File: config.mk
export PLATFORM = sky130hd
export DESIGN_NAME = vga_frame_capture
export DESIGN_NICKNAME = d
export VERILOG_FILES = /design/src/rtl/vga_frame_capture.sv
export SDC_FILE = /design/constraint.sdc
export NUM_CORES = 1
export LEC_CHECK = 0
export BUFFER_PORTS_ARGS = -buffer_cell sky130_fd_sc_hd__buf_4
export CAP_MARGIN = 20
export CORE_ASPECT_RATIO = 0.6
export CORE_MARGIN = 8
export CORE_UTILIZATION = 55
export CTS_BUF_LIST = sky130_fd_sc_hd__clkbuf_4 sky130_fd_sc_hd__clkbuf_8
export CTS_CLUSTER_SIZE = 10
export DETAILED_ROUTE_END_ITERATION = 8
export GPL_ROUTABILITY_DRIVEN = 0
export PLACE_DENSITY = 0.76
export SLEW_MARGIN = 20
export SYNTH_ARGS = -nofsm -noshare
export SYNTH_HDL_FRONTEND = slang
export SYNTH_SLANG_ARGS = --single-unit
File: constraint.sdc
create_clock -name vga_clk_i -period 6.47 [get_ports vga_clk_i]
set_input_delay 0.647 -clock vga_clk_i [delete_from_list [all_inputs] [get_ports vga_clk_i]]
set_output_delay 0.647 -clock vga_clk_i [all_outputs]
set_load 0.1 [all_outputs]
File: src/rtl/vga_frame_capture.sv
// rtl/vga_frame_capture.sv - VGA receive-side timing lock and single-frame capture to RAM
module vga_frame_capture #(
  parameter int   H_TOTAL     = 800,
  parameter int   V_TOTAL     = 525,
  parameter int   H_START     = 144,
  parameter int   V_START     = 35,
  parameter int   H_ACTIVE    = 640,
  parameter int   V_ACTIVE    = 480,
  parameter logic SYNC_POL    = 1'b0,
  parameter int   LOCK_FRAMES = 2
) (
  input  logic        vga_clk_i,
  input  logic        vga_rst_i,
  input  logic        vga_hs,
  input  logic        vga_vs,
  input  logic [3:0]  vga_r,
  input  logic [3:0]  vga_g,
  input  logic [3:0]  vga_b,
  input  logic        cap_arm,
  input  logic        clr_err,
  output logic        locked,
  output logic        cap_busy,
  output logic        cap_we,
  output logic [18:0] cap_addr,
  output logic [11:0] cap_data,
  output logic        frame_done,
  output logic        cap_abort,
  output logic [31:0] frame_sum,
  output logic        h_err,
  output logic        v_err
);

  localparam int HW = $clog2(H_TOTAL + 1);
  localparam int VW = $clog2(V_TOTAL + 1);
  localparam int GW = $clog2(LOCK_FRAMES + 1);
  localparam logic [18:0] LAST_ADDR = 19'(H_ACTIVE * V_ACTIVE - 1);

  typedef enum logic [1:0] {
    ST_SEARCH,
    ST_TRACK,
    ST_LOCKED
  } state_t;

  // first-stage input samples plus previous sync samples for edge detection
  logic        hs_q, hs_p_q, vs_q, vs_p_q;
  logic [11:0] rgb_q;
  logic        arm_q, clr_q;

  // position counters; hcount_d/vcount_d are the position of the pixel now in stage one
  logic [HW-1:0] hcount_q, hcount_d;
  logic [VW-1:0] vcount_q, vcount_d;

  state_t        state_q;
  logic [GW-1:0] good_q;
  logic          locked_q, pending_q, capt_q, busy_q;
  logic          cap_we_q, frame_done_q, cap_abort_q;
  logic [18:0]   cap_addr_q;
  logic [11:0]   cap_data_q;
  logic [31:0]   sum_q;
  logic          h_err_q, v_err_q;

  logic        hs_edge, vs_edge;
  logic        h_ev, v_ev, err_ev, tracking;
  logic        vis, start_cap, done_now;
  logic [31:0] h32, v32, col32, row32;
  logic [18:0] addr_d;

  // register every pin once; syncs reset to their idle level so release gives no false edge
  always_ff @(posedge vga_clk_i or posedge vga_rst_i) begin
    if (vga_rst_i) begin
      hs_q   <= ~SYNC_POL;
      hs_p_q <= ~SYNC_POL;
      vs_q   <= ~SYNC_POL;
      vs_p_q <= ~SYNC_POL;
      rgb_q  <= '0;
      arm_q  <= 1'b0;
      clr_q  <= 1'b0;
    end else begin
      hs_q   <= vga_hs;
      hs_p_q <= hs_q;
      vs_q   <= vga_vs;
      vs_p_q <= vs_q;
      rgb_q  <= {vga_r, vga_g, vga_b};
      arm_q  <= cap_arm;
      clr_q  <= clr_err;
    end
  end

  // edge detect, next position, timing-error events and visible-pixel address
  always_comb begin
    hs_edge  = (hs_q == SYNC_POL) && (hs_p_q != SYNC_POL);
    vs_edge  = (vs_q == SYNC_POL) && (vs_p_q != SYNC_POL);
    tracking = (state_q != ST_SEARCH);

    hcount_d = hcount_q;
    if (hs_edge) begin
      hcount_d = '0;
    end else if (hcount_q != HW'(H_TOTAL)) begin
      hcount_d = hcount_q + HW'(1);
    end

    vcount_d = vcount_q;
    if (vs_edge) begin
      vcount_d = '0;
    end else if (hs_edge && (vcount_q != VW'(V_TOTAL))) begin
      vcount_d = vcount_q + VW'(1);
    end

    // late edge or missing edge (count hitting the total) are both line-length errors
    if (hs_edge) begin
      h_ev = tracking && (hcount_q != HW'(H_TOTAL - 1));
    end else begin
      h_ev = tracking && (hcount_q == HW'(H_TOTAL - 1));
    end
    if (vs_edge) begin
      v_ev = tracking && (vcount_q != VW'(V_TOTAL - 1));
    end else begin
      v_ev = tracking && hs_edge && (vcount_q == VW'(V_TOTAL - 1));
    end
    err_ev = h_ev || v_ev;

    h32   = 32'(hcount_d);
    v32   = 32'(vcount_d);
    vis   = (h32 >= 32'(H_START)) && (h32 < 32'(H_START + H_ACTIVE)) &&
            (v32 >= 32'(V_START)) && (v32 < 32'(V_START + V_ACTIVE));
    col32 = h32 - 32'(H_START);
    row32 = v32 - 32'(V_START);
    addr_d = 19'(row32 * 32'(H_ACTIVE) + col32);

    start_cap = vs_edge && (state_q == ST_LOCKED) && !err_ev && pending_q;
    done_now  = cap_we_q && (cap_addr_q == LAST_ADDR);
  end

  // line and frame position counters
  always_ff @(posedge vga_clk_i or posedge vga_rst_i) begin
    if (vga_rst_i) begin
      hcount_q <= '0;
      vcount_q <= '0;
    end else begin
      hcount_q <= hcount_d;
      vcount_q <= vcount_d;
    end
  end

  // sticky error flags; a new error event overrides a simultaneous clear
  always_ff @(posedge vga_clk_i or posedge vga_rst_i) begin
    if (vga_rst_i) begin
      h_err_q <= 1'b0;
      v_err_q <= 1'b0;
    end else begin
      h_err_q <= h_ev || (h_err_q && !clr_q);
      v_err_q <= v_ev || (v_err_q && !clr_q);
    end
  end

  // lock state machine and capture sequencing with registered outputs
  always_ff @(posedge vga_clk_i or posedge vga_rst_i) begin
    if (vga_rst_i) begin
      state_q      <= ST_SEARCH;
      good_q       <= '0;
      locked_q     <= 1'b0;
      pending_q    <= 1'b0;
      capt_q       <= 1'b0;
      busy_q       <= 1'b0;
      cap_we_q     <= 1'b0;
      cap_addr_q   <= '0;
      cap_data_q   <= '0;
      sum_q        <= '0;
      frame_done_q <= 1'b0;
      cap_abort_q  <= 1'b0;
    end else begin
      cap_we_q     <= 1'b0;
      frame_done_q <= 1'b0;
      cap_abort_q  <= 1'b0;

      case (state_q)
        ST_SEARCH: begin
          if (vs_edge) begin
            state_q <= ST_TRACK;
            good_q  <= '0;
          end
        end
        ST_TRACK: begin
          if (err_ev) begin
            state_q <= ST_SEARCH;
            good_q  <= '0;
          end else if (vs_edge) begin
            if (good_q == GW'(LOCK_FRAMES - 1)) begin
              state_q  <= ST_LOCKED;
              locked_q <= 1'b1;
              good_q   <= '0;
            end else begin
              good_q <= good_q + GW'(1);
            end
          end
        end
        ST_LOCKED: begin
          if (err_ev) begin
            state_q  <= ST_SEARCH;
            locked_q <= 1'b0;
            good_q   <= '0;
          end
        end
        default: begin
          state_q  <= ST_SEARCH;
          locked_q <= 1'b0;
          good_q   <= '0;
        end
      endcase

      // a completed last write takes priority over an error arriving just after it
      if (done_now) begin
        frame_done_q <= 1'b1;
        capt_q       <= 1'b0;
        busy_q       <= 1'b0;
      end else if (capt_q && err_ev) begin
        cap_abort_q <= 1'b1;
        capt_q      <= 1'b0;
        pending_q   <= 1'b0;
        busy_q      <= 1'b0;
      end else if (start_cap) begin
        capt_q    <= 1'b1;
        pending_q <= 1'b0;
        sum_q     <= '0;
      end else if (capt_q && vis) begin
        cap_we_q   <= 1'b1;
        cap_addr_q <= addr_d;
        cap_data_q <= rgb_q;
        sum_q      <= sum_q + 32'(rgb_q);
      end

      // arming is only honoured when nothing is pending or running
      if (arm_q && !busy_q) begin
        pending_q <= 1'b1;
        busy_q    <= 1'b1;
      end
    end
  end

  assign locked     = locked_q;
  assign cap_busy   = busy_q;
  assign cap_we     = cap_we_q;
  assign cap_addr   = cap_addr_q;
  assign cap_data   = cap_data_q;
  assign frame_done = frame_done_q;
  assign cap_abort  = cap_abort_q;
  assign frame_sum  = sum_q;
  assign h_err      = h_err_q;
  assign v_err      = v_err_q;

endmodule

==> metrics.txt <==
DP HPWL=13.0 mm; leading area contributor after synthesis=dfrtp_1; WP data arrival=5.69 ns; Layout area overhead=16.6%; Rows=32; Place WS=1.16 ns; Worst VDD drop=219 µV; 1st-iter DRT viols=445; most common cell after layout, fill and taps aside=dfrtp_1; First-pass DRT Iterations=5; port buffer count=87; Slew @ Worst Pin=1.05 ns; Logic pwr share=44.7%; final WL=17.7 mm; hold_buf cts=0; vias=5,842; Worst Setup Start Kind=register; HP Class=in -> async; Die ar.=17,000 µm²; Yosys warning total=0; setup_tns=0 ns; Synth async-reset ratio=100%; grt ovf=0; crit-path cells=nand2b_1, a31oi_1, nor2_1, a21oi_1, nor2_1, ha_1, nor4_1, a21oi_1, o22a_1, ha_1, ha_1, a21o_1, a21oi_1, o21bai_1, a21oi_1, o21bai_1, a21oi_1, xnor2_1, ha_1, mux2_2, a311oi_1, o211ai_1, mux2_2; pin count of the biggest net entering global routing=74; Critical-path top delay cell=dfstp_2; CTS sink count=114; setup bufs post-CTS=0; Psw=1.18 mW; clock slew at reported path FFs=0.08 ns; Synth Flop Type=dfrtp_1; distinct cell type count after synthesis=71; vias per cell=5.92; Post-Syn Area=7160 µm²; clock skew=0.0173 ns; synth top area cells=dfrtp_1, ha_1, mux2_2, mux2i_1, xnor2_1; number of diodes=0; run status=finished clean; achievable clock frequency=186 MHz; die height=104 µm; Post-layout nets=872; deepest clock path buffer count=2; Initial Utilization=56.0%; utilization after layout=65.3%; Avg WL per Cell=17.9 µm; WS Path Type=reg -> reg; placed inst area=7940 µm²; Syn Nets=786; Int Pwr=1.58 mW; first-pass GRT wire length=29.7 mm; Fin. Hold Viols=0; # resized after CTS=0; final setup margin=1.10 ns; Period Utilization, post-route=83.0%; setup violators final=0; RSZ-0062 raised after global routing=false; leakage power=4.13 nW; cell mode on critical path=a21oi_1; Root Driver=clkbuf_8; Slew Limit Headroom=28.8%; synthesis-stage register bit count=114; DIE WIDTH=163 µm; Clock Latency Late Sink=0.43 ns; CTS Buf Count=17; post-synthesis instance total=717; Post-synth EDFFs=0; post-synth top area share=38.5%; proportion of layout cells with a drive suffix above 1=22.8%; clock network power share=24.6%; crit-path max cell delay=0.59 ns; syn avg cell area=9.98 µm²; CTS tree=built; endpoint class of the critical path=register; core area=12,800 µm²; minimum clock period=5.37 ns; P per Cell Area=330 nW/µm²; Worst EP required=6.79 ns; Slew Limit Fails=0; Routed Antenna Nets=0; I/O pin count=88; Flop pwr share=30.7%; DRC=0; switching share of power=42.6%; Max-Cap Viols=0; vias in the first global route=5,768; CTS H-tree depth=4; register area share after synthesis=39.9%; Max FO, Critical Path=11; most frequent cells in the layout=dfrtp_1, buf_4, nor2_1, nand2_1, ha_1; global router's overall resource usage=21.2%; initial antenna violation count=1; finished layout cell area=8350 µm²
==> cell usage after synthesis, types with 5 or more instances <==
master and count:
xor2_1 15, mux2_2 29, nand2b_1 13, and3_1 17, mux2_4 10, or3_1 6, clkbuf_1 11, o21bai_1 6
a31oi_1 7, and2_1 8, or2_2 7, mux2i_1 28, a21oi_1 26, nor2b_1 13, buf_2 7, nor3_1 21
inv_1 32, nand4_1 22, ha_1 48, a21o_1 10, xnor2_1 28, a211oi_1 10, nand2_1 51, o21ai_0 22
nand3_1 20, dfrtp_1 110, nand4b_1 5, nor2_1 58
==> final timing paths <==
kind	to	cells after the start	slack (ns)	from
max	cap_addr[17]	23	1.10	hs_p_q
min	rgb_q[3]	2	0.26	vga_rst_i
max reg2reg	cap_addr[17]	23	1.10	hs_p_q
min reg2reg	vs_p_q	0	0.37	vs_q
max in group asynchronous	hcount_q[7]	3	4.82	vga_rst_i
min in group vga_clk_i	rgb_q[2]	1	0.31	vga_b[2]
==> through the flow <==
step | hold WS, ns | cells | power (mW)
finish | 0.257 | 986 | 2.76
global route | 0.282 | 986 | 2.94
CTS | 0.264 | 986 | 2.76
detailed placement | 0.365 | 954 | 2.07
global placement | 0.363 | 954 | 2.03
floorplan | 0.358 | 717 | 1.82
==> layout make-up <==
cell class,count,area [µm²]
inverters,32,123
clock inverters,14,154
flip-flops and latches,114,2860
fillers,1001,4430
repair buffers,92,691
multi-input cells,546,4060
clock buffers,18,248
well taps,170,213
==> registers in the layout, indices dropped and copies added, names as in the netlist, 2 cells and up <==
register   flops
vcount_q      10
good_q         2
rgb_q         12
frame_sum     32
state_q        2
cap_data      12
hcount_q      10
cap_addr      19
==> power by group through the flow <==
stage | Clock, mW | Combinational, mW | Sequential [mW]
after floorplan | 0 | 0.748 | 1.07
after global placement | 0 | 1.18 | 0.854
after detailed placement | 0 | 1.21 | 0.858
after CTS | 0.689 | 1.23 | 0.845
after global routing | 0.725 | 1.35 | 0.858
final | 0.680 | 1.23 | 0.845
==> per-layer routing <==
metal	global-route usage, %	share of wire, %
met1	29.8	47
met5	0	0
met3	5.77	7.8
met2	30.7	44
met4	6.84	1.4
==> cells by family after synthesis <==
family | Yosys count | synth area share [%]
muxes | 67 | 10.6
DFF | 114 | 39.9
and+or+nand+nor | 267 | 20.3
buffers and inverters | 57 | 3.32
adders and majority gates | 51 | 9.23
AOI/OAI and AO/OA | 117 | 11.1
xor gates and xnor gates | 44 | 5.58
==> worst max-delay path, delay by kind of cell, from the launching register on <==
family,cells,cell delay (ns)
compound gates,12,2.05
fa+ha+maj,4,1.21
simple gates,4,0.71
mux,2,0.61
flops,1,0.59
xor+xnor,1,0.09
(Power assumes the default switching activity.)
